$ cat src/rtl/alu_pkg.sv
// Shared types for the multi-cycle ALU: opcode map, controller states and
// the rule deciding which operations run on the iterative datapath.
package alu_pkg;

    typedef enum logic [2:0] {
        OP_ADD = 3'b000,
        OP_SUB = 3'b001,
        OP_MUL = 3'b010,
        OP_DIV = 3'b011,
        OP_SHL = 3'b100,
        OP_SHR = 3'b101,
        OP_AND = 3'b110,
        OP_OR  = 3'b111
    } alu_op_t;

    typedef enum logic [1:0] {
        IDLE = 2'd0,
        BUSY = 2'd1,
        DONE = 2'd2
    } alu_state_t;

    // Division by zero short-circuits to a single-cycle result.
    function automatic logic is_iterative(input alu_op_t op, input logic divisor_zero);
        return (op == OP_MUL) || ((op == OP_DIV) && !divisor_zero);
    endfunction

endpackage

$ cat src/rtl/alu_muldiv_iter.sv
// Shared shift-add multiplier / restoring divider, one bit per clock.
// Result ports show the outcome of the step performed in the current cycle.
module alu_muldiv_iter #(
    parameter int WIDTH = 8
) (
    input  logic               clk,
    input  logic               rst,
    input  logic               start,
    input  logic               is_div,
    input  logic [WIDTH-1:0]   a,
    input  logic [WIDTH-1:0]   b,
    output logic               done,
    output logic [2*WIDTH-1:0] product,
    output logic [WIDTH-1:0]   quotient,
    output logic [WIDTH-1:0]   remainder
);

    localparam int CW = $clog2(WIDTH + 1);
    localparam logic [CW-1:0] ITERS = CW'(WIDTH);

    logic [CW-1:0]      cnt;
    logic               div_mode;
    logic [2*WIDTH-1:0] acc;
    logic [2*WIDTH-1:0] acc_next;
    logic [2*WIDTH-1:0] mcand;
    logic [WIDTH-1:0]   opnd;
    logic [WIDTH:0]     shifted;
    logic [WIDTH:0]     diff;
    logic               ge;

    // Divide mode keeps {remainder, quotient} in acc; the dividend shifts
    // out of the low half as quotient bits shift in.
    always_comb begin
        shifted  = {acc[2*WIDTH-1:WIDTH], acc[WIDTH-1]};
        diff     = shifted - {1'b0, opnd};
        ge       = (shifted >= {1'b0, opnd});
        acc_next = acc;
        if (div_mode) begin
            acc_next = {(ge ? diff[WIDTH-1:0] : shifted[WIDTH-1:0]), acc[WIDTH-2:0], ge};
        end else begin
            acc_next = acc + (opnd[0] ? mcand : '0);
        end
    end

    always_ff @(posedge clk or posedge rst) begin
        if (rst) begin
            cnt      <= '0;
            div_mode <= 1'b0;
            acc      <= '0;
            mcand    <= '0;
            opnd     <= '0;
        end else if (start) begin
            cnt      <= ITERS;
            div_mode <= is_div;
            opnd     <= b;
            acc      <= is_div ? {{WIDTH{1'b0}}, a} : '0;
            mcand    <= {{WIDTH{1'b0}}, a};
        end else if (cnt != '0) begin
            cnt <= cnt - CW'(1);
            acc <= acc_next;
            if (!div_mode) begin
                mcand <= mcand << 1;
                opnd  <= opnd >> 1;
            end
        end
    end

    assign done      = (cnt == CW'(1));
    assign product   = acc_next;
    assign quotient  = acc_next[WIDTH-1:0];
    assign remainder = acc_next[2*WIDTH-1:WIDTH];

endmodule

$ cat src/rtl/alu_seq.sv
// Multi-cycle ALU with valid/ready on both sides and registered result/flags.
//   state | meaning
//   IDLE  | no result held, ready for an operation
//   BUSY  | mul/div iterating, input side stalled
//   DONE  | result held on out until the consumer takes it
module alu_seq
    import alu_pkg::*;
#(
    parameter int WIDTH = 8
) (
    input  logic               clk,
    input  logic               rst,
    input  logic               in_valid,
    output logic               in_ready,
    input  logic [WIDTH-1:0]   a,
    input  logic [WIDTH-1:0]   b,
    input  logic [2:0]         sel,
    output logic               out_valid,
    input  logic               out_ready,
    output logic [2*WIDTH-1:0] out,
    output logic               cflag,
    output logic               zflag,
    output logic               dzflag
);

    alu_state_t         state, state_next;
    alu_op_t            op;
    logic               accept;
    logic               iterative;
    logic               load_single;
    logic               load_iter;
    logic               is_div_q;
    logic               iter_done;
    logic [2*WIDTH-1:0] prod;
    logic [WIDTH-1:0]   quo;
    logic [WIDTH-1:0]   rem;
    logic [2*WIDTH-1:0] iter_res;
    logic [2*WIDTH-1:0] single_res;
    logic               single_c;
    logic               single_dz;
    logic [WIDTH:0]     sum;
    logic [WIDTH:0]     dif;

    assign op          = alu_op_t'(sel);
    assign iterative   = is_iterative(op, (b == '0));
    assign in_ready    = (state == IDLE) || ((state == DONE) && out_ready);
    assign accept      = in_valid && in_ready;
    assign out_valid   = (state == DONE);
    assign load_single = accept && !iterative;
    assign load_iter   = (state == BUSY) && iter_done;
    assign iter_res    = is_div_q ? {rem, quo} : prod;

    alu_muldiv_iter #(.WIDTH(WIDTH)) u_iter (
        .clk       (clk),
        .rst       (rst),
        .start     (accept && iterative),
        .is_div    (op == OP_DIV),
        .a         (a),
        .b         (b),
        .done      (iter_done),
        .product   (prod),
        .quotient  (quo),
        .remainder (rem)
    );

    always_comb begin
        sum        = {1'b0, a} + {1'b0, b};
        dif        = {1'b0, a} - {1'b0, b};
        single_res = '0;
        single_c   = 1'b0;
        single_dz  = 1'b0;
        case (op)
            OP_ADD: begin
                single_res[WIDTH:0] = sum;
                single_c            = sum[WIDTH];
            end
            OP_SUB: begin
                single_res[WIDTH-1:0] = dif[WIDTH-1:0];
                single_c              = dif[WIDTH];
            end
            // Only reached with b == 0; nonzero divisors go to the iterator.
            OP_DIV: begin
                single_res = {a, {WIDTH{1'b1}}};
                single_dz  = 1'b1;
            end
            OP_SHL: begin
                single_res[WIDTH-1:0] = {a[WIDTH-2:0], 1'b0};
                single_c              = a[WIDTH-1];
            end
            OP_SHR: begin
                single_res[WIDTH-1:0] = {1'b0, a[WIDTH-1:1]};
                single_c              = a[0];
            end
            OP_AND:  single_res[WIDTH-1:0] = a & b;
            OP_OR:   single_res[WIDTH-1:0] = a | b;
            default: begin end
        endcase
    end

    always_comb begin
        state_next = state;
        case (state)
            IDLE: if (accept) state_next = iterative ? BUSY : DONE;
            BUSY: if (iter_done) state_next = DONE;
            DONE: begin
                if (accept)         state_next = iterative ? BUSY : DONE;
                else if (out_ready) state_next = IDLE;
            end
            default: state_next = IDLE;
        endcase
    end

    always_ff @(posedge clk or posedge rst) begin
        if (rst) begin
            state    <= IDLE;
            is_div_q <= 1'b0;
            out      <= '0;
            cflag    <= 1'b0;
            zflag    <= 1'b0;
            dzflag   <= 1'b0;
        end else begin
            state <= state_next;
            if (accept && iterative) is_div_q <= (op == OP_DIV);
            if (load_single) begin
                out    <= single_res;
                cflag  <= single_c;
                zflag  <= (single_res == '0);
                dzflag <= single_dz;
            end else if (load_iter) begin
                out    <= iter_res;
                cflag  <= !is_div_q && (prod[2*WIDTH-1:WIDTH] != '0);
                zflag  <= (iter_res == '0);
                dzflag <= 1'b0;
            end
        end
    end

endmodule

$ cat config.mk
export PLATFORM = sky130hd
export DESIGN_NAME = alu_seq
export DESIGN_NICKNAME = d
export VERILOG_FILES = /design/src/rtl/alu_pkg.sv /design/src/rtl/alu_muldiv_iter.sv /design/src/rtl/alu_seq.sv
export SDC_FILE = /design/constraint.sdc
export NUM_CORES = 1
export LEC_CHECK = 0
export BUFFER_PORTS_ARGS = -buffer_cell sky130_fd_sc_hd__clkbuf_2
export CAP_MARGIN = 10
export CORE_ASPECT_RATIO = 0.6
export CORE_MARGIN = 2
export CORE_UTILIZATION = 55
export CTS_BUF_LIST = sky130_fd_sc_hd__clkbuf_4 sky130_fd_sc_hd__clkbuf_8
export DETAILED_ROUTE_END_ITERATION = 10
export PLACE_DENSITY = 0.74
export SYNTH_ARGS = -nofsm -noshare
export SYNTH_HDL_FRONTEND = slang
export SYNTH_HIERARCHICAL = 1
export SYNTH_SLANG_ARGS = --single-unit
$ cat constraint.sdc
create_clock -name clk -period 4.87 [get_ports clk]
set_clock_uncertainty 0.05 [all_clocks]
set_input_delay 0.2435 -clock clk [delete_from_list [all_inputs] [get_ports clk]]
set_output_delay 0.2435 -clock clk [all_outputs]
set_load 0.01 [all_outputs]
==> results.json <==
{
  "tns_ns": 0,
  "ys_seq_elements": 67,
  "irDropWorstVdd_v": 0.000243,
  "coreArea_um2": 11200,
  "dr.pass1.iters": 5,
  "n_antenna_cell": 0,
  "cp-end-kind": "register",
  "drt_first_iter_violations": 758,
  "cts-root-buf": "clkbuf_8",
  "avgSynthCellArea_um2": 8.19,
  "dp_hpwl_um": 14300,
  "cts.sinks": 67,
  "grt_pass1_wl_um": 29900,
  "status": "finished with violations",
  "mostFrequentLayoutCell": "nand2_1",
  "post-route-period-util_pct": 80.0,
  "place.gp.congestion": 1.01,
  "hold_buffers": 0,
  "worst_pin_slew_ns": 1.26,
  "synth_ff_type": "dfrtp_1",
  "nets": 849,
  "numCtsBuffers": 9,
  "clk_pin_slew_ns": 0.09,
  "final.min_clock_period_ns": 3.89,
  "setup.worst_path.start_class": "register",
  "initial_core_util_pct": 56.1,
  "grt_use_total_pct": 31.5,
  "worstPathArrival_ns": 4.15,
  "worst_ep_required_time_ns": 5.12,
  "drive_gt1_share_pct": 11.8,
  "synth_edf_count": 0,
  "drc": 0,
  "ant_nets": 0,
  "die_y_um": 86.9,
  "cts_resized": 0,
  "setup_violations": 0,
  "final_max_slew_viol_count": 0,
  "gr-total-overflow": 0,
  "powerDensity_nw_per_um2": 606,
  "crit_fanout": 18,
  "fill_cells": 990,
  "cts_buffer_depth": 2,
  "cts_tree": "yes",
  "wl_per_cell_um": 20.5,
  "relSlewSlack_pct": 14.2,
  "final_cell_mix": "87 x nand2_1, 71 x nor2_1, 67 x dfrtp_1",
  "hold_violations": 15,
  "maxCapViolations": 0,
  "hold_path.class": "primary input to asynchronous set/reset pin",
  "failed_checks": "negative hold slack",
  "vias": 6091,
  "die_area_um2": 12300,
  "holdWs_ns": -0.00632,
  "fmax_mhz": 257,
  "clock_latency_ns": 0.37,
  "ys_warn_count": 6,
  "seq_area_um2": 1680,
  "grt_max_degree": 46,
  "rsz0062_at_grt": "false",
  "setup.worst_path.class": "register to register",
  "port_buffers": 43,
  "postCtsSetupRepairBufs": 0,
  "die_w_um": 142,
  "synthArstFlopShare_pct": 100,
  "grt_pass1_vias": 5382,
  "power_uw": 4050,
  "antenna_found_initial": 0,
  "synth-seq-area-share_pct": 26.6,
  "viasPerCell": 6.61,
  "rows": 30,
  "io_pins": 44,
  "syn_inst": 769,
  "h-tree-depth": 3,
  "multiInputGateArea_um2": 4170,
  "synthToLayoutAreaGrowth_pct": 6.22,
  "p_leak_uw": 0.00301,
  "drt-total-wl_um": 18900,
  "synth_nets": 845,
  "synth.distinct_cells": 84,
  "syn_area_um2": 6300
}
report_power, final:
part	total (µW)	switching (µW)	internal [µW]	leakage, µW
Clock	556	259	297	0.000113
Combinational	2480	1520	956	0.00204
Sequential	1020	231	785	0.000864
cell usage after synthesis (all sizes together), types with 7 or more instances:
| cell type | number | area share, % |
|---|---|---|
| ha | 49 | 9.7 |
| mux2i | 35 | 5.6 |
| a211oi | 11 | 1.4 |
| a221o | 11 | 1.7 |
| nand2 | 87 | 5.2 |
| inv | 44 | 2.6 |
| dfrtp | 67 | 27 |
| and3 | 7 | 0.79 |
| xnor2 | 10 | 1.4 |
| a31oi | 10 | 1.1 |
| nor4 | 8 | 1.1 |
| nor2 | 71 | 4.2 |
| a21o | 8 | 0.95 |
| nand2b | 15 | 1.5 |
| nor3 | 10 | 0.79 |
| buf | 34 | 3.3 |
| clkbuf | 20 | 1.2 |
| a311oi | 8 | 1.2 |
| and2 | 18 | 1.8 |
| a21oi | 54 | 4.4 |
| nor2b | 8 | 0.91 |
| o21ai | 57 | 4.6 |
| nand3 | 15 | 1.2 |
cell type report:
cell class	count	area share [%]
timing repair buffer	47	3.97
clock buffer	9	1.85
tap	144	2.69
clock inverter	7	1.57
sequential	67	25.1
inverter	44	2.47
multi-input combinational	604	62.4
registers in the layout, summed over array words and instances, names as in the netlist:
signal / flops
out: 16
u_iter/acc: 16
u_iter/mcand: 16
u_iter/opnd: 8
u_iter/cnt: 4
state: 2
cflag: 1
dzflag: 1
is_div_q: 1
u_iter/div_mode: 1
zflag: 1
cell families (layout without fill, tap and decap cells):
group	after synthesis	count (layout)	synth area share, %
AND/OR/NAND/NOR	263	263	20.3
multiplexers	40	40	6.52
flip-flops	67	67	26.6
adder cells (fa/ha/maj)	53	53	11.0
XOR/XNOR	14	14	1.95
buffers and inverters	98	107	7.11
AO/OA/AOI/OAI	234	234	26.5
stage by stage:
step                      setup WS, ns  util [%]  instance area [µm²]  std cells
after floorplan                   1.43         -                 6300        769
after CTS                         1.06      59.3                 6660        921
after global routing             0.660      59.6                 6690        922
after detailed placement          1.08      57.3                 6430        905
final                            0.975      59.6                 6690        922
after global placement            1.10      57.3                 6430        905
final timing paths:
| path | start | endpoint | slack [ns] | depth (start not counted) |
|---|---|---|---|---|
| setup / recovery | u_iter/opnd[0] | zflag | 0.98 | 15 |
| hold / removal | rst | out[10] | -0.006 | 2 |
| setup reg to reg | u_iter/opnd[0] | zflag | 0.98 | 15 |
| hold reg to reg | dzflag | dzflag | 0.44 | 1 |
| max in group asynchronous | rst | u_iter/mcand[13] | 4.07 | 2 |
| min in group clk | b[7] | u_iter/opnd[7] | 0.12 | 3 |
worst max-delay path: stages (launching register included):
cell	delay, ns
dfrtp_1	0.63
and2_1	0.21
ha_1	0.20
fa_1	0.23
a21o_1	0.18
nand4_1	0.19
a21boi_0	0.28
mux2_2	0.36
o21ai_0	0.33
nand2_1	0.19
nor3_1	0.24
a22oi_1	0.14
nor4_1	0.25
nand2_1	0.09
a21oi_1	0.16
a31o_1	0.11
metal layers:
metal	GRT usage [%]	part of all wire (%)
met2	39.8	37
met3	10.5	14
met1	50.5	48
met4	5.64	1.1
met5	0	0
Power figures use the tool's default switching activity.
